`config.mk`:
```
export PLATFORM = sky130hd
export DESIGN_NAME = axi_can_burst_splitter_flat
export DESIGN_NICKNAME = d
export VERILOG_FILES = /design/src/rtl/axi_can_burst_splitter_if.sv /design/src/rtl/axi_can_burst_splitter.sv /design/src/flat_wrapper.sv
export SDC_FILE = /design/constraint.sdc
export NUM_CORES = 1
export LEC_CHECK = 0
export ABC_AREA = 1
export BUFFER_PORTS_ARGS = -buffer_cell sky130_fd_sc_hd__buf_4
export CAP_MARGIN = 20
export CORE_AREA = 4 4 197 199
export CTS_BUF_LIST = sky130_fd_sc_hd__clkbuf_8
export DETAILED_ROUTE_END_ITERATION = 12
export DIE_AREA = 0 0 201 203
export HOLD_SLACK_MARGIN = 0.1
export SYNTH_ARGS = -nofsm -noshare
export SYNTH_HDL_FRONTEND = slang
export SYNTH_SLANG_ARGS = --single-unit
export TNS_END_PERCENT = 50
```
`constraint.sdc`:
```
create_clock -name clk -period 3 [get_ports clk]
set_input_delay 0.6 -clock clk [delete_from_list [all_inputs] [get_ports clk]]
set_output_delay 0.6 -clock clk [all_outputs]
set_load 0.05 [all_outputs]
```
`src/rtl/axi_can_burst_splitter_if.sv`:
```
// AXI4 bundle shared by the upstream and downstream sides of axi_can_burst_splitter.
// master drives AR/AW/W and the R/B ready signals; slave is the mirror view.
interface axi_can_burst_splitter_if #(
   parameter int ID_W   = 4,
   parameter int ADDR_W = 32,
   parameter int DATA_W = 64
);
   logic [ID_W-1:0]     arid;
   logic [ADDR_W-1:0]   araddr;
   logic [7:0]          arlen;
   logic [2:0]          arsize;
   logic [1:0]          arburst;
   logic                arvalid;
   logic                arready;

   logic [ID_W-1:0]     rid;
   logic [DATA_W-1:0]   rdata;
   logic [1:0]          rresp;
   logic                rlast;
   logic                rvalid;
   logic                rready;

   logic [ID_W-1:0]     awid;
   logic [ADDR_W-1:0]   awaddr;
   logic [7:0]          awlen;
   logic [2:0]          awsize;
   logic [1:0]          awburst;
   logic                awvalid;
   logic                awready;

   logic [DATA_W-1:0]   wdata;
   logic [DATA_W/8-1:0] wstrb;
   logic                wlast;
   logic                wvalid;
   logic                wready;

   logic [ID_W-1:0]     bid;
   logic [1:0]          bresp;
   logic                bvalid;
   logic                bready;

   modport master (
      output arid, araddr, arlen, arsize, arburst, arvalid, input arready,
      input  rid, rdata, rresp, rlast, rvalid, output rready,
      output awid, awaddr, awlen, awsize, awburst, awvalid, input awready,
      output wdata, wstrb, wlast, wvalid, input wready,
      input  bid, bresp, bvalid, output bready
   );

   modport slave (
      input  arid, araddr, arlen, arsize, arburst, arvalid, output arready,
      output rid, rdata, rresp, rlast, rvalid, input rready,
      input  awid, awaddr, awlen, awsize, awburst, awvalid, output awready,
      input  wdata, wstrb, wlast, wvalid, output wready,
      output bid, bresp, bvalid, input bready
   );
endinterface

```
`src/rtl/axi_can_burst_splitter.sv`:
```
// Replays AXI4 bursts as single-beat transactions for a CAN port that only supports len=0.
// Optional macro AXI_CAN_SPLIT_RESP_MERGE_EN: s_bresp is the worst response over all write beats.
module axi_can_burst_splitter #(
   parameter int ID_W   = 4,
   parameter int ADDR_W = 32,
   parameter int DATA_W = 64
) (
   input  logic                     clk,
   input  logic                     rst_n,
   axi_can_burst_splitter_if.slave  s,
   axi_can_burst_splitter_if.master m
);

   typedef enum logic [1:0] {
      R_IDLE = 2'd0,
      R_ADDR = 2'd1,
      R_DATA = 2'd2
   } rstate_t;

   typedef enum logic [2:0] {
      W_IDLE = 3'd0,
      W_AW   = 3'd1,
      W_W    = 3'd2,
      W_B    = 3'd3,
      W_RSP  = 3'd4
   } wstate_t;

   function automatic logic [ADDR_W-1:0] next_addr(
      input logic [ADDR_W-1:0] addr,
      input logic [7:0]        len,
      input logic [2:0]        size,
      input logic [1:0]        burst
   );
      logic [ADDR_W-1:0] step;
      logic [ADDR_W-1:0] incr;
      logic [ADDR_W-1:0] mask;
      step = ADDR_W'(1'b1) << size;
      incr = addr + step;
      mask = ((ADDR_W'(len) + ADDR_W'(1'b1)) << size) - ADDR_W'(1'b1);
      case (burst)
         2'b00:   next_addr = addr;
         2'b10:   next_addr = (addr & ~mask) | (incr & mask);
         default: next_addr = incr;
      endcase
   endfunction

`ifdef AXI_CAN_SPLIT_RESP_MERGE_EN
   // DECERR(11) > SLVERR(10) > EXOKAY(01) > OKAY(00) coincides with numeric order.
   function automatic logic [1:0] resp_worst(input logic [1:0] a, input logic [1:0] b);
      if (a > b) begin
         resp_worst = a;
      end else begin
         resp_worst = b;
      end
   endfunction
`endif

   rstate_t           r_rstate, w_rnext;
   logic              r_arready;
   logic [ID_W-1:0]   r_rid;
   logic [ADDR_W-1:0] r_raddr;
   logic [7:0]        r_rlen;
   logic [2:0]        r_rsize;
   logic [1:0]        r_rburst;
   logic [7:0]        r_rcnt;
   logic              w_ar_hs, w_r_hs, w_rlast;
   logic              w_m_arvalid, w_s_rvalid, w_m_rready;

   wstate_t           r_wstate, w_wnext;
   logic              r_awready;
   logic [ID_W-1:0]   r_wid;
   logic [ADDR_W-1:0] r_waddr;
   logic [7:0]        r_wlen;
   logic [2:0]        r_wsize;
   logic [1:0]        r_wburst;
   logic [7:0]        r_wcnt;
   logic [1:0]        r_bresp;
   logic [1:0]        w_bresp_next;
   logic              w_aw_hs, w_w_hs, w_b_hs, w_wlast_beat;
   logic              w_m_awvalid, w_m_wvalid, w_s_wready, w_m_bready, w_s_bvalid;

   assign w_ar_hs = s.arvalid & r_arready;
   assign w_r_hs  = w_s_rvalid & s.rready;
   assign w_rlast = (r_rcnt == r_rlen);

   // Read FSM state register.
   always_ff @(posedge clk or negedge rst_n) begin
      if (!rst_n) begin
         r_rstate <= R_IDLE;
      end else begin
         r_rstate <= w_rnext;
      end
   end

   // Read FSM next-state logic.
   always_comb begin
      w_rnext = r_rstate;
      case (r_rstate)
         R_IDLE: begin
            if (w_ar_hs) w_rnext = R_ADDR;
            else         w_rnext = R_IDLE;
         end
         R_ADDR: begin
            if (m.arready) w_rnext = R_DATA;
            else           w_rnext = R_ADDR;
         end
         R_DATA: begin
            if (w_r_hs) w_rnext = w_rlast ? R_IDLE : R_ADDR;
            else        w_rnext = R_DATA;
         end
         default: w_rnext = R_IDLE;
      endcase
   end

   // Read FSM outputs; R channel is a straight pass-through while a beat is in flight.
   always_comb begin
      w_m_arvalid = 1'b0;
      w_s_rvalid  = 1'b0;
      w_m_rready  = 1'b0;
      case (r_rstate)
         R_IDLE: begin
            w_m_arvalid = 1'b0;
         end
         R_ADDR: begin
            w_m_arvalid = 1'b1;
         end
         R_DATA: begin
            w_s_rvalid = m.rvalid;
            w_m_rready = s.rready;
         end
         default: begin
            w_m_arvalid = 1'b0;
         end
      endcase
   end

   // Read burst context: latched on AR accept, stepped after each non-final R beat.
   always_ff @(posedge clk or negedge rst_n) begin
      if (!rst_n) begin
         r_arready <= 1'b0;
         r_rid     <= '0;
         r_raddr   <= '0;
         r_rlen    <= 8'd0;
         r_rsize   <= 3'd0;
         r_rburst  <= 2'b00;
         r_rcnt    <= 8'd0;
      end else begin
         r_arready <= (w_rnext == R_IDLE);
         if (w_ar_hs) begin
            r_rid    <= s.arid;
            r_raddr  <= s.araddr;
            r_rlen   <= s.arlen;
            r_rsize  <= s.arsize;
            r_rburst <= s.arburst;
            r_rcnt   <= 8'd0;
         end else if (w_r_hs && !w_rlast) begin
            r_rcnt  <= r_rcnt + 8'd1;
            r_raddr <= next_addr(r_raddr, r_rlen, r_rsize, r_rburst);
         end
      end
   end

   assign s.arready = r_arready;
   assign m.arid    = r_rid;
   assign m.araddr  = r_raddr;
   assign m.arlen   = 8'd0;
   assign m.arsize  = r_rsize;
   assign m.arburst = 2'b01;
   assign m.arvalid = w_m_arvalid;
   assign m.rready  = w_m_rready;
   assign s.rvalid  = w_s_rvalid;
   assign s.rdata   = m.rdata;
   assign s.rresp   = m.rresp;
   assign s.rid     = r_rid;
   assign s.rlast   = w_rlast;

   assign w_aw_hs      = s.awvalid & r_awready;
   assign w_w_hs       = w_m_wvalid & m.wready;
   assign w_b_hs       = w_m_bready & m.bvalid;
   assign w_wlast_beat = (r_wcnt == r_wlen);

`ifdef AXI_CAN_SPLIT_RESP_MERGE_EN
   assign w_bresp_next = resp_worst(r_bresp, m.bresp);
`else
   assign w_bresp_next = m.bresp;
`endif

   // Write FSM state register.
   always_ff @(posedge clk or negedge rst_n) begin
      if (!rst_n) begin
         r_wstate <= W_IDLE;
      end else begin
         r_wstate <= w_wnext;
      end
   end

   // Write FSM next-state logic.
   always_comb begin
      w_wnext = r_wstate;
      case (r_wstate)
         W_IDLE: begin
            if (w_aw_hs) w_wnext = W_AW;
            else         w_wnext = W_IDLE;
         end
         W_AW: begin
            if (m.awready) w_wnext = W_W;
            else           w_wnext = W_AW;
         end
         W_W: begin
            if (w_w_hs) w_wnext = W_B;
            else        w_wnext = W_W;
         end
         W_B: begin
            if (w_b_hs) w_wnext = w_wlast_beat ? W_RSP : W_AW;
            else        w_wnext = W_B;
         end
         W_RSP: begin
            if (s.bready) w_wnext = W_IDLE;
            else          w_wnext = W_RSP;
         end
         default: w_wnext = W_IDLE;
      endcase
   end

   // Write FSM outputs.
   always_comb begin
      w_m_awvalid = 1'b0;
      w_m_wvalid  = 1'b0;
      w_s_wready  = 1'b0;
      w_m_bready  = 1'b0;
      w_s_bvalid  = 1'b0;
      case (r_wstate)
         W_IDLE: begin
            w_m_awvalid = 1'b0;
         end
         W_AW: begin
            w_m_awvalid = 1'b1;
         end
         W_W: begin
            w_m_wvalid = s.wvalid;
            w_s_wready = m.wready;
         end
         W_B: begin
            w_m_bready = 1'b1;
         end
         W_RSP: begin
            w_s_bvalid = 1'b1;
         end
         default: begin
            w_m_awvalid = 1'b0;
         end
      endcase
   end

   // Write burst context and the response reported back upstream.
   always_ff @(posedge clk or negedge rst_n) begin
      if (!rst_n) begin
         r_awready <= 1'b0;
         r_wid     <= '0;
         r_waddr   <= '0;
         r_wlen    <= 8'd0;
         r_wsize   <= 3'd0;
         r_wburst  <= 2'b00;
         r_wcnt    <= 8'd0;
         r_bresp   <= 2'b00;
      end else begin
         r_awready <= (w_wnext == W_IDLE);
         if (w_aw_hs) begin
            r_wid    <= s.awid;
            r_waddr  <= s.awaddr;
            r_wlen   <= s.awlen;
            r_wsize  <= s.awsize;
            r_wburst <= s.awburst;
            r_wcnt   <= 8'd0;
            r_bresp  <= 2'b00;
         end else if (w_b_hs) begin
            r_bresp <= w_bresp_next;
            if (!w_wlast_beat) begin
               r_wcnt  <= r_wcnt + 8'd1;
               r_waddr <= next_addr(r_waddr, r_wlen, r_wsize, r_wburst);
            end
         end
      end
   end

   assign s.awready = r_awready;
   assign m.awid    = r_wid;
   assign m.awaddr  = r_waddr;
   assign m.awlen   = 8'd0;
   assign m.awsize  = r_wsize;
   assign m.awburst = 2'b01;
   assign m.awvalid = w_m_awvalid;
   assign m.wdata   = s.wdata;
   assign m.wstrb   = s.wstrb;
   assign m.wlast   = 1'b1;
   assign m.wvalid  = w_m_wvalid;
   assign s.wready  = w_s_wready;
   assign m.bready  = w_m_bready;
   assign s.bvalid  = w_s_bvalid;
   assign s.bid     = r_wid;
   assign s.bresp   = r_bresp;

endmodule

```
`src/flat_wrapper.sv`:
```
// flat-port wrapper written by rule: the top's interface ports become plain ports
module axi_can_burst_splitter_flat 
#(
   parameter int ID_W   = 4,
   parameter int ADDR_W = 32,
   parameter int DATA_W = 64
)
  (clk, rst_n, s_arid, s_araddr, s_arlen, s_arsize, s_arburst, s_arvalid, s_arready, s_rid, s_rdata, s_rresp, s_rlast, s_rvalid, s_rready, s_awid, s_awaddr, s_awlen, s_awsize, s_awburst, s_awvalid, s_awready, s_wdata, s_wstrb, s_wlast, s_wvalid, s_wready, s_bid, s_bresp, s_bvalid, s_bready, m_arid, m_araddr, m_arlen, m_arsize, m_arburst, m_arvalid, m_arready, m_rid, m_rdata, m_rresp, m_rlast, m_rvalid, m_rready, m_awid, m_awaddr, m_awlen, m_awsize, m_awburst, m_awvalid, m_awready, m_wdata, m_wstrb, m_wlast, m_wvalid, m_wready, m_bid, m_bresp, m_bvalid, m_bready);
  axi_can_burst_splitter_if #(.ID_W(ID_W), .ADDR_W(ADDR_W), .DATA_W(DATA_W)) s_i ();
  axi_can_burst_splitter_if #(.ID_W(ID_W), .ADDR_W(ADDR_W), .DATA_W(DATA_W)) m_i ();
  input  logic clk;
  input  logic rst_n;
  input wire logic [$bits(s_i.arid)-1:0] s_arid;
  input wire logic [$bits(s_i.araddr)-1:0] s_araddr;
  input wire logic [$bits(s_i.arlen)-1:0] s_arlen;
  input wire logic [$bits(s_i.arsize)-1:0] s_arsize;
  input wire logic [$bits(s_i.arburst)-1:0] s_arburst;
  input wire logic [$bits(s_i.arvalid)-1:0] s_arvalid;
  output wire logic [$bits(s_i.arready)-1:0] s_arready;
  output wire logic [$bits(s_i.rid)-1:0] s_rid;
  output wire logic [$bits(s_i.rdata)-1:0] s_rdata;
  output wire logic [$bits(s_i.rresp)-1:0] s_rresp;
  output wire logic [$bits(s_i.rlast)-1:0] s_rlast;
  output wire logic [$bits(s_i.rvalid)-1:0] s_rvalid;
  input wire logic [$bits(s_i.rready)-1:0] s_rready;
  input wire logic [$bits(s_i.awid)-1:0] s_awid;
  input wire logic [$bits(s_i.awaddr)-1:0] s_awaddr;
  input wire logic [$bits(s_i.awlen)-1:0] s_awlen;
  input wire logic [$bits(s_i.awsize)-1:0] s_awsize;
  input wire logic [$bits(s_i.awburst)-1:0] s_awburst;
  input wire logic [$bits(s_i.awvalid)-1:0] s_awvalid;
  output wire logic [$bits(s_i.awready)-1:0] s_awready;
  input wire logic [$bits(s_i.wdata)-1:0] s_wdata;
  input wire logic [$bits(s_i.wstrb)-1:0] s_wstrb;
  input wire logic [$bits(s_i.wlast)-1:0] s_wlast;
  input wire logic [$bits(s_i.wvalid)-1:0] s_wvalid;
  output wire logic [$bits(s_i.wready)-1:0] s_wready;
  output wire logic [$bits(s_i.bid)-1:0] s_bid;
  output wire logic [$bits(s_i.bresp)-1:0] s_bresp;
  output wire logic [$bits(s_i.bvalid)-1:0] s_bvalid;
  input wire logic [$bits(s_i.bready)-1:0] s_bready;
  output wire logic [$bits(m_i.arid)-1:0] m_arid;
  output wire logic [$bits(m_i.araddr)-1:0] m_araddr;
  output wire logic [$bits(m_i.arlen)-1:0] m_arlen;
  output wire logic [$bits(m_i.arsize)-1:0] m_arsize;
  output wire logic [$bits(m_i.arburst)-1:0] m_arburst;
  output wire logic [$bits(m_i.arvalid)-1:0] m_arvalid;
  input wire logic [$bits(m_i.arready)-1:0] m_arready;
  input wire logic [$bits(m_i.rid)-1:0] m_rid;
  input wire logic [$bits(m_i.rdata)-1:0] m_rdata;
  input wire logic [$bits(m_i.rresp)-1:0] m_rresp;
  input wire logic [$bits(m_i.rlast)-1:0] m_rlast;
  input wire logic [$bits(m_i.rvalid)-1:0] m_rvalid;
  output wire logic [$bits(m_i.rready)-1:0] m_rready;
  output wire logic [$bits(m_i.awid)-1:0] m_awid;
  output wire logic [$bits(m_i.awaddr)-1:0] m_awaddr;
  output wire logic [$bits(m_i.awlen)-1:0] m_awlen;
  output wire logic [$bits(m_i.awsize)-1:0] m_awsize;
  output wire logic [$bits(m_i.awburst)-1:0] m_awburst;
  output wire logic [$bits(m_i.awvalid)-1:0] m_awvalid;
  input wire logic [$bits(m_i.awready)-1:0] m_awready;
  output wire logic [$bits(m_i.wdata)-1:0] m_wdata;
  output wire logic [$bits(m_i.wstrb)-1:0] m_wstrb;
  output wire logic [$bits(m_i.wlast)-1:0] m_wlast;
  output wire logic [$bits(m_i.wvalid)-1:0] m_wvalid;
  input wire logic [$bits(m_i.wready)-1:0] m_wready;
  input wire logic [$bits(m_i.bid)-1:0] m_bid;
  input wire logic [$bits(m_i.bresp)-1:0] m_bresp;
  input wire logic [$bits(m_i.bvalid)-1:0] m_bvalid;
  output wire logic [$bits(m_i.bready)-1:0] m_bready;
  assign s_i.arid = s_arid;
  assign s_i.araddr = s_araddr;
  assign s_i.arlen = s_arlen;
  assign s_i.arsize = s_arsize;
  assign s_i.arburst = s_arburst;
  assign s_i.arvalid = s_arvalid;
  assign s_arready = s_i.arready;
  assign s_rid = s_i.rid;
  assign s_rdata = s_i.rdata;
  assign s_rresp = s_i.rresp;
  assign s_rlast = s_i.rlast;
  assign s_rvalid = s_i.rvalid;
  assign s_i.rready = s_rready;
  assign s_i.awid = s_awid;
  assign s_i.awaddr = s_awaddr;
  assign s_i.awlen = s_awlen;
  assign s_i.awsize = s_awsize;
  assign s_i.awburst = s_awburst;
  assign s_i.awvalid = s_awvalid;
  assign s_awready = s_i.awready;
  assign s_i.wdata = s_wdata;
  assign s_i.wstrb = s_wstrb;
  assign s_i.wlast = s_wlast;
  assign s_i.wvalid = s_wvalid;
  assign s_wready = s_i.wready;
  assign s_bid = s_i.bid;
  assign s_bresp = s_i.bresp;
  assign s_bvalid = s_i.bvalid;
  assign s_i.bready = s_bready;
  assign m_arid = m_i.arid;
  assign m_araddr = m_i.araddr;
  assign m_arlen = m_i.arlen;
  assign m_arsize = m_i.arsize;
  assign m_arburst = m_i.arburst;
  assign m_arvalid = m_i.arvalid;
  assign m_i.arready = m_arready;
  assign m_i.rid = m_rid;
  assign m_i.rdata = m_rdata;
  assign m_i.rresp = m_rresp;
  assign m_i.rlast = m_rlast;
  assign m_i.rvalid = m_rvalid;
  assign m_rready = m_i.rready;
  assign m_awid = m_i.awid;
  assign m_awaddr = m_i.awaddr;
  assign m_awlen = m_i.awlen;
  assign m_awsize = m_i.awsize;
  assign m_awburst = m_i.awburst;
  assign m_awvalid = m_i.awvalid;
  assign m_i.awready = m_awready;
  assign m_wdata = m_i.wdata;
  assign m_wstrb = m_i.wstrb;
  assign m_wlast = m_i.wlast;
  assign m_wvalid = m_i.wvalid;
  assign m_i.wready = m_wready;
  assign m_i.bid = m_bid;
  assign m_i.bresp = m_bresp;
  assign m_i.bvalid = m_bvalid;
  assign m_bready = m_i.bready;
  axi_can_burst_splitter #(.ID_W(ID_W), .ADDR_W(ADDR_W), .DATA_W(DATA_W)) u_core (.clk(clk), .rst_n(rst_n), .s(s_i), .m(m_i));
endmodule
```
==> results_dict.tcl, run 1 <==
set metrics [dict create \
    numCtsBuffers 17 \
    layout-drive-gt1-share_pct 23.16 \
    crit_family "compound AO/OA/AOI/OAI gates" \
    dr.first_iter.drc_count 756 \
    p_switching_mw 8.980 \
    drv_slew 0 \
    p_comb_share_pct 68.5 \
    coreArea_mm2 0.03722 \
    slew_headroom_pct 48.64 \
    min_period_ns 2.812 \
    clkSinkCount 123 \
    wl_per_cell_um 15.13 \
    cpMaxStageDelayCell "dfrtp_2" \
    critPathRequiredTime_ns 3.42 \
    syn-cell-area_mm2 0.01158 \
    cellPowerDensity_mw_per_mm2 1178 \
    internal_power_mw 6.718 \
    seq_power_share_pct 20.5 \
    die_area_mm2 0.04080 \
    fill_cells 3987 \
    p_leak_nw 6.727 \
    cp-end-kind "flop" \
    ys_ff_latch 123 \
    diodes 0 \
    synth_top_flop_cell "dfrtp_1" \
    cts_buffer_depth 2 \
    fmax_mhz 355.6 \
    synth_edf_count 0 \
    final_util_pct 35.80 \
    dp_hpwl_mm 28.27 \
    gr-usage-all-layers_pct 16.99 \
    worst_slew_pin_slew_ns 0.7705 \
    grt_pass1_wl_mm 56.88 \
    firstDrtPassIters 5 \
    seqCellArea_mm2 0.003087 \
    port_buffers 210 \
    grt-ovfl-total 0 \
    post-place-cells 2319 \
    final_nets 2151 \
    yosysUniqueCellTypes 53 \
    hold_viol_final 0 \
    crit_chain "nor3_2, ha_1, inv_1, fa_1, o21ai_2, a21oi_2, o21ai_4, nand2_2, nor2_2, nand3_2, o21ai_0, nand2_1, nor2_1, nand2_1, a21oi_1" \
    chipWidth_um 201 \
    drv_cap 0 \
    die_h_um 203 \
    start_kind "flop" \
    syn_area_per_cell_um2 6.490 \
    final_antenna_net_count 0 \
    critPathMaxStageDelay_ns 0.46 \
    path_class "reg2reg" \
    grt_pass1_vias 11020 \
    p_sw_share_pct 57.21 \
    drc_errors 0 \
    crit_path_max_fanout 7 \
    holdCritPathClass "in2reg" \
    postRouteWirelength_mm 35.59 \
    vias 11320 \
    rsz0062_at_grt "true" \
    yosysWarnings 0 \
    clk_pin_slew_ns 0.08 \
    fin_cells 2352 \
    cts.htree.levels 4 \
    clk_latency_ns 0.50 \
    via_per_inst 4.814 \
    grt_max_degree 75 \
    clkPwrFrac_pct 11.0 \
    start_util_pct 31.11 \
    antenna_found_initial 0 \
    place_congestion 0.8895 \
    finClkSkew_ns 0.01889 \
    cts_tree "done" \
    ys_seq_area_share_pct 26.58 \
    io_pins 518 \
    ir_worst_vdd_mv 0.4667 \
    synthArstFlopShare_pct 100.0 \
    setup_viol 0 \
    layout_commonest_cell "nand2_1" \
    multi_input_area_mm2 0.006523 \
    synthCells 1784 \
    status "finished, final reports clean" \
    most-common-layout-cells "nand2_1 (506), buf_4 (255), inv_1 (166)" \
    post-route-period-util_pct 93.75 \
    cts-root-buf "clkbuf_8" \
    area_delta_synth_final_pct 15.09 \
    cpMostUsedCell "nand2_1" \
    num_rows 71 \
    crit_arrival_ns 3.23 \
    critPathBufInv 1 \
]
[through the flow]
| stage | area, um2 | worst slack [ns] | power (mW) | hold slack (ns) | setup TNS [ns] |
|---|---|---|---|---|---|
| after floorplan | 11730 | -0.003778 | 11.57 | 0.3044 | -0.003778 |
| after global placement | 12780 | 0.08678 | 13.74 | 0.4797 | 0 |
| after detailed placement | 12780 | 0.07129 | 13.90 | 0.4884 | 0 |
| after CTS | 13230 | 0.03081 | 15.70 | 0.2535 | 0 |
| after global routing | 13330 | -0.04458 | 17.05 | 0.2732 | -0.05911 |
| final | 13330 | 0.1876 | 15.70 | 0.3007 | 0 |
[power by group through the flow]
stage               Combinational [mW]  Sequential, mW  Clock [mW]
global route                      11.9            3.35        1.84
detailed placement                10.7            3.22           0
global placement                  10.5            3.21           0
floorplan                         6.96            4.61           0
CTS                               10.7            3.20        1.78
finish                            10.7            3.22        1.73
[synth_stat cells, types with 3 or more instances]
cell      number  area (um2)
nand2_1      513        1926
buf_4        172        1291
inv_1        169       634.4
nor2_1       154       578.1
nand3_1      142       710.7
dfrtp_1      123        3078
o21ai_0      108       540.5
a21oi_1       75       375.4
nor3_1        36       180.2
clkbuf_1      27       101.4
nand2_2       25       156.4
ha_1          24       300.3
nand4_1       23       143.9
xor2_1        23       201.4
nand3_2       17       170.2
o21ai_1       16       80.08
buf_2         14       70.07
inv_2         13       48.80
nand2_4       11       123.9
xnor2_1       10       87.58
or2_2          9       56.30
nor2_2         7       43.79
nor2_4         7       78.83
nor4_1         7       43.79
o21a_1         5       37.54
a21boi_0       3       22.52
a21o_1         3       22.52
a22oi_1        3       22.52
buf_1          3       11.26
mux2_2         3       33.78
o31ai_1        3       22.52
[final timing paths]
kind	startpoint	to	slack, ns	cells past startpoint
max	u_core.m.arsize[0]$_DFFE_PN0P_	flop	0.19	15
min	s_arid[0]	u_core.m.arid[0]$_DFFE_PN0P_	0.30	3
max reg2reg	u_core.m.arsize[0]$_DFFE_PN0P_	flop	0.19	15
min reg2reg	u_core.r_wcnt[7]$_DFFE_PN0P_	u_core.r_wcnt[7]$_DFFE_PN0P_	0.52	1
max in group asynchronous	rst_n	asynchronous set/reset pin	1.70	3
min in group asynchronous	rst_n	asynchronous set/reset pin	0.54	2
[logic make-up (layout without fill, tap and decap cells)]
| logic type | Yosys count | after routing | share of synthesized area (%) |
|---|---|---|---|
| adders and majority gates | 26 | 26 | 2.939 |
| buffers and inverters | 401 | 476 | 18.79 |
| AOI/OAI and AO/OA | 233 | 233 | 11.03 |
| other | 2 | 21 | 0.06486 |
| xor gates and xnor gates | 33 | 33 | 2.496 |
| and+or+nand+nor | 961 | 961 | 37.63 |
| DFF | 123 | 123 | 26.58 |
| muxes | 5 | 5 | 0.4647 |
[worst min-delay path: stages]
cell and delay [ns]:
buf_4 0.07, nand2_1 0.04, nand2_1 0.04
[per-layer routing]
| metal | vias to the layer above | part of all wire [%] | global-route usage [%] |
|---|---|---|---|
| met5 | - | 0 | 0 |
| met4 | 0 | 2.7 | 6.342 |
| met2 | 365 | 48 | 28.88 |
| li1 | 5709 | - | - |
| met1 | 5184 | 42 | 20.30 |
| met3 | 65 | 7.2 | 5.191 |
[final cells by class]
type / count / share of cell area, %
clock inverters: 12 / 1.277
flip-flops and latches: 123 / 23.16
clock buffers: 20 / 2.066
well taps: 474 / 4.451
multi-input cells: 1279 / 48.95
repair buffers: 259 / 14.83
inverters: 185 / 5.268
[repair_timing]
item,4_1_cts,5_1_grt
buffers inserted,0,0
hold buffers,1,0
resized for setup,0,31
endpoints found under the hold margin,24,0
setup endpoints to repair,0,27
Note: power is estimated with default switching activity, not from simulation.
==> run 2, diff against run 1 <==
- ABC_AREA: 1 -> default
- CORE_AREA: 4 4 197 199 -> 4 4 202 204
- DIE_AREA: 0 0 201 203 -> 0 0 206 208
- MAX_ROUTING_LAYER: default -> met4
- SKIP_CTS_REPAIR_TIMING: default -> 1
==> results_dict.tcl, run 2 <==
set metrics [dict create \
    wl_per_cell_um 18.39 \
    seq_power_share_pct 17.5 \
    multi_input_area_mm2 0.007679 \
    cp-end-kind "flop" \
    cts_buffer_depth 2 \
    fill_cells 3964 \
    startpoint "u_core.r_wlen[0]$_DFFE_PN0P_" \
    layout_commonest_cell "buf_4" \
    final_antenna_net_count 0 \
    holdCritPathClass "in2reg" \
    cts-root-buf "clkbuf_8" \
    synth_edf_count 0 \
    internal_power_mw 9.497 \
    r2r_start "u_core.r_wlen[0]$_DFFE_PN0P_" \
    antenna_found_initial 0 \
    p_sw_share_pct 51.83 \
    pre_cts_slack_ns -0.4583 \
    crit_path_max_fanout 6 \
    drc_errors 0 \
    diodes 0 \
    rsz0062_at_grt "true" \
    chipWidth_um 206 \
    synthArstFlopShare_pct 100.0 \
    p_switching_mw 10.22 \
    gr-usage-all-layers_pct 19.18 \
    synth_top_flop_cell "dfrtp_1" \
    finClkSkew_ns 0.01364 \
    finalInstanceArea_mm2 0.01579 \
    most-common-layout-cells "buf_4 (462), nand2_1 (208), dfrtp_1 (115)" \
    critPathMaxStageDelay_ns 0.43 \
    setup_viol 33 \
    syn_area_per_cell_um2 7.627 \
    yosysUniqueCellTypes 82 \
    syn-cell-area_mm2 0.01147 \
    synth.most_common_cell "nand2_1" \
    post-route-period-util_pct 108.5 \
    dp_hpwl_mm 32.48 \
    p_leak_nw 6.952 \
    die_area_mm2 0.04285 \
    clkPwrFrac_pct 8.1 \
    ys_ff_latch 123 \
    layout-drive-gt1-share_pct 38.33 \
    postRouteWirelength_mm 42.66 \
    use_met2_pct 31.42 \
    cellPowerDensity_mw_per_mm2 1248 \
    status "finished, violations left" \
    vias 12060 \
    synthCells 1504 \
    layout_setup_ws_ns -0.2556 \
    num_rows 73 \
    netlist.area_leader.share_pct 26.83 \
    final_nets 2068 \
    clkSinkCount 123 \
    numCtsBuffers 17 \
    crit_arrival_ns 3.60 \
    coreArea_mm2 0.03928 \
    grt_max_degree 57 \
    critPathRequiredTime_ns 3.35 \
    worst_slew_pin_slew_ns 0.6694 \
    yosysWarnings 0 \
    fmax_mhz 307.2 \
    p_comb_share_pct 74.4 \
    met3_usage_pct 4.567 \
    port_buffers 210 \
    violations "setup timing" \
    crit_chain "buf_6, and3_4, a211o_1, and4_4, o31ai_4, nand4b_1, buf_6, nor4_4, and3_4, ha_4, o21ai_2, nor4_2, buf_4, xnor2_2, o21ai_1" \
    path_class "reg2reg" \
    ir_worst_vdd_mv 0.6270 \
    die_h_um 208 \
    min_period_ns 3.256 \
    drv_cap 0 \
    yosys.area.top_type "dfrtp_1" \
    grt_pass1_vias 11630 \
    place_congestion 0.8968 \
    cts.htree.levels 4 \
    area_delta_synth_final_pct 37.69 \
    grt_pass1_wl_mm 64.12 \
    start_kind "flop" \
    hold_viol_final 0 \
    drv_slew 0 \
    start_util_pct 29.21 \
    clk_pin_slew_ns 0.08 \
    firstDrtPassIters 5 \
    dpl_cell_area_mm2 0.01419 \
    yosys-top-cells-area "dfrtp_1 (27%), buf_4 (11%), nand2_1 (7.1%), o21ai_0 (4.4%), nor2_1 (3.4%)" \
    seqCellArea_mm2 0.003088 \
    slew_headroom_pct 54.22 \
    cts_tree "done" \
    clk_latency_ns 0.48 \
    dr.first_iter.drc_count 761 \
    via_per_inst 5.197 \
    io_pins 518 \
    grt-ovfl-total 0 \
    use_met1_pct 23.52 \
    cpMaxStageDelayCell "dfrtp_1" \
    worstHoldStart "s_awid[1]" \
    ys_seq_area_share_pct 26.83 \
    netlist_top_cells_count "nand2_1 (217), buf_4 (169), dfrtp_1 (123)" \
    grt.busiest_layer "met2" \
]
[run 2: cell types whose count changed in the layout (fill, tap and decap cells not counted), moves of 22 or more]
cell / before / now
a31oi_1: 0 / 22
nand2_2: 32 / 7
nand3_1: 139 / 43
buf_4: 255 / 462
nor2_1: 147 / 100
o21ai_0: 104 / 76
inv_1: 166 / 25
buf_6: 1 / 23
nand2_1: 506 / 208
[run 2: layout make-up]
| cell class | instances | share of cell area [%] |
|---|---|---|
| clock buffer | 20 | 1.743 |
| clock inverter | 12 | 0.8239 |
| inverter | 24 | 0.5704 |
| multi-input combinational | 1123 | 48.62 |
| sequential | 123 | 19.55 |
| tap | 525 | 4.159 |
| timing repair buffer | 493 | 24.53 |
[run 2: cells by family after synthesis]
logic type	after synthesis	share of synthesized area (%)
xor+xnor	68	5.192
mux	24	2.149
other cells	2	0.06547
fa+ha+maj	26	2.967
compound gates	357	20.28
simple gates	627	27.37
buf+inv	277	15.15
flops	123	26.83
[run 2: path summary, 6_finish.rpt]
| path | cells after the start | endpoint | slack [ns] |
|---|---|---|---|
| worst min-delay path | 3 | u_core.m.awid[1]$_DFFE_PN0P_ | 0.30 |
| worst min register to register | 2 | u_core.m.awid[0]$_DFFE_PN0P_ | 0.51 |
| worst max-delay path | 15 | flop | -0.26 |
| min in group asynchronous | 2 | u_core.r_rstate[1]$_DFF_PN0_ | 0.61 |
| max in group asynchronous | 3 | u_core.m.awsize[0]$_DFFE_PN0P_ | 1.60 |
| worst max register to register | 15 | flop | -0.26 |
[run 2: power groups by stage]
stage | clock network (mW) | registers, mW | logic [mW]
finish | 1.60 | 3.45 | 14.7
detailed placement | 0 | 3.41 | 12.8
global placement | 0 | 3.39 | 12.7
CTS | 1.66 | 3.39 | 12.9
global route | 1.73 | 3.57 | 15.7
floorplan | 0 | 4.86 | 6.89
[run 2: layer usage]
layer / vias to the layer above / share of wire, %
met5: - / 0
met4: 0 / 2.0
met3: 68 / 6.1
met2: 458 / 49
met1: 5766 / 43
li1: 5765 / -
[run 2: critical path, delay by kind of cell (launching register included)]
family / cells / cell delay (ns)
XOR/XNOR: 1 / 0.10
adder cells (fa/ha/maj): 1 / 0.12
buffers and inverters: 3 / 0.46
flip-flops: 1 / 0.43
AND/OR/NAND/NOR: 6 / 1.36
AO/OA/AOI/OAI: 4 / 0.66
[run 2: through the flow]
step	hold slack, ns	cells	total power [mW]	setup TNS, ns	utilization [%]
2_1_floorplan	0.3044	1523	11.74	-2.835	-
3_3_place_gp	0.4841	2256	16.09	-6.371	36.13
3_5_place_dp	0.4971	2256	16.23	-7.419	36.13
4_1_cts	-0.01078	2288	17.93	-8.454	37.16
5_1_grt	0.2543	2320	21.02	-9.918	40.21
6_report	0.3030	2320	19.71	-3.392	40.21
==> run 3, diff against run 2 <==
- BUFFER_PORTS_ARGS: -buffer_cell sky130_fd_sc_hd__buf_4 -> -buffer_cell sky130_fd_sc_hd__buf_2
==> results_dict.tcl, run 3 (synthesis results as in run 2) <==
set metrics [dict create \
    drc_errors 0 \
    grt_pass1_wl_mm 64.00 \
    drv_slew 0 \
    chipWidth_um 206 \
    firstDrtPassIters 5 \
    p_leak_nw 7.009 \
    hold_viol_final 0 \
    die_h_um 208 \
    coreArea_mm2 0.03928 \
    startpoint "u_core.r_wlen[0]$_DFFE_PN0P_" \
    grt-ovfl-total 0 \
    grt_pass1_vias 11630 \
    holdCritPathClass "in2reg" \
    cts.htree.levels 4 \
    crit_arrival_ns 3.69 \
    crit_path_max_fanout 6 \
    place_congestion 0.8955 \
    most-common-layout-cells "buf_4 (273), buf_2 (209), nand2_1 (205)" \
    grt_max_degree 54 \
    r2r_start "u_core.r_wlen[0]$_DFFE_PN0P_" \
    cts_buffer_depth 2 \
    antenna_found_initial 2 \
    finalPower_mw 19.84 \
    cp-end-kind "flop" \
    wl_per_cell_um 18.16 \
    dp_hpwl_mm 32.55 \
    io_pins 518 \
    post-route-period-util_pct 110.1 \
    clk_latency_ns 0.51 \
    cellPowerDensity_mw_per_mm2 1270 \
    rsz0062_at_grt "true" \
    pre_cts_slack_ns -0.4237 \
    path_class "reg2reg" \
    layout-drive-gt1-share_pct 39.72 \
    num_rows 73 \
    dr.first_iter.drc_count 910 \
    slew_headroom_pct 58.10 \
    via_per_inst 5.247 \
    worst_slew_pin_slew_ns 0.6200 \
    ir_worst_vdd_mv 0.7903 \
    numCtsBuffers 17 \
    violations "setup timing" \
    vias 12360 \
    start_util_pct 29.21 \
    critPathRequiredTime_ns 3.39 \
    postRouteWirelength_mm 42.76 \
    area_delta_synth_final_pct 36.16 \
    port_buffers 210 \
    layout_commonest_cell "buf_4" \
    cts-root-buf "clkbuf_8" \
    setup_viol 31 \
    final_nets 2101 \
    gr-usage-all-layers_pct 19.04 \
    start_kind "flop" \
    die_area_mm2 0.04285 \
    status "finished, violations left" \
    clk_pin_slew_ns 0.09 \
    drv_cap 0 \
    fmax_mhz 302.7 \
    min_period_ns 3.304 \
    cts_tree "done" \
    final_antenna_net_count 0 \
    worstHoldStart "s_arid[0]" \
    clkSinkCount 123 \
    layout_setup_ws_ns -0.3039 \
    finClkSkew_ns 0.01488 \
]
## run 3: cell types whose count changed in the layout (fill, tap and decap cells not counted), moves of 4 or more
cell,change
buf_4,-189
buf_2,+209
or3_1,+4
or3_4,-4
mux2i_2,+5
buf_6,+5
## run 3: final cells by class
| type | count | area, um2 |
|---|---|---|
| clock buffers | 23 | 316.6 |
| repair buffers | 526 | 3691 |
| flip-flops and latches | 123 | 3094 |
| diodes | 2 | 5.005 |
| fillers | 3987 | 23660 |
| inverters | 24 | 90.09 |
| multi-input cells | 1123 | 7624 |
| clock inverters | 9 | 141.4 |
| well taps | 525 | 656.9 |
## run 3: stage by stage
step	TNS [ns]	utilization, %	cells	instance area [um2]	hold WS (ns)
2_1_floorplan	-2.835	-	1523	11780	0.3044
3_3_place_gp	-8.189	35.16	2272	13810	0.4720
3_5_place_dp	-9.659	35.16	2272	13810	0.4819
4_1_cts	-10.52	36.33	2304	14270	0.03304
5_1_grt	-9.085	39.77	2355	15620	0.2685
6_report	-4.027	39.77	2355	15620	0.2776
## run 3: worst paths after layout
| kind | slack (ns) | endpoint | cells after the start |
|---|---|---|---|
| max in group asynchronous | 1.62 | u_core.m.awsize[2]$_DFFE_PN0P_ | 3 |
| min | 0.28 | u_core.m.arid[0]$_DFFE_PN0P_ | 3 |
| max | -0.30 | flop | 13 |
| min in group asynchronous | 0.62 | asynchronous set/reset pin | 2 |
| min reg2reg | 0.50 | u_core.m.arid[0]$_DFFE_PN0P_ | 2 |
| max reg2reg | -0.30 | flop | 13 |
## run 3: layer usage
metal  wire length (um)  global-route usage, %
met1              17530                  23.26
met2              21100                  30.85
met3               3009                  4.426
met4               1117                  6.654
met5                  0                      -
## run 3: power by group
group	internal (mW)	leakage (nW)	switching, mW	total [mW]
Combinational	6.17	5.27	8.42	14.6
Clock	1.03	0.246	0.760	1.79
Sequential	2.37	1.50	1.09	3.47
Total	9.57	7.01	10.3	19.8
## run 3: worst max-delay path, cell delays in order (launching register included)
cell,delay [ns]
dfrtp_1,0.41
buf_6,0.15
nor4bb_1,0.13
o21a_1,0.22
o311a_1,0.37
or4_4,0.57
nor4_4,0.31
and3_4,0.25
ha_4,0.13
o21ai_2,0.05
nor4_2,0.28
buf_4,0.16
xnor2_2,0.10
o21ai_1,0.07
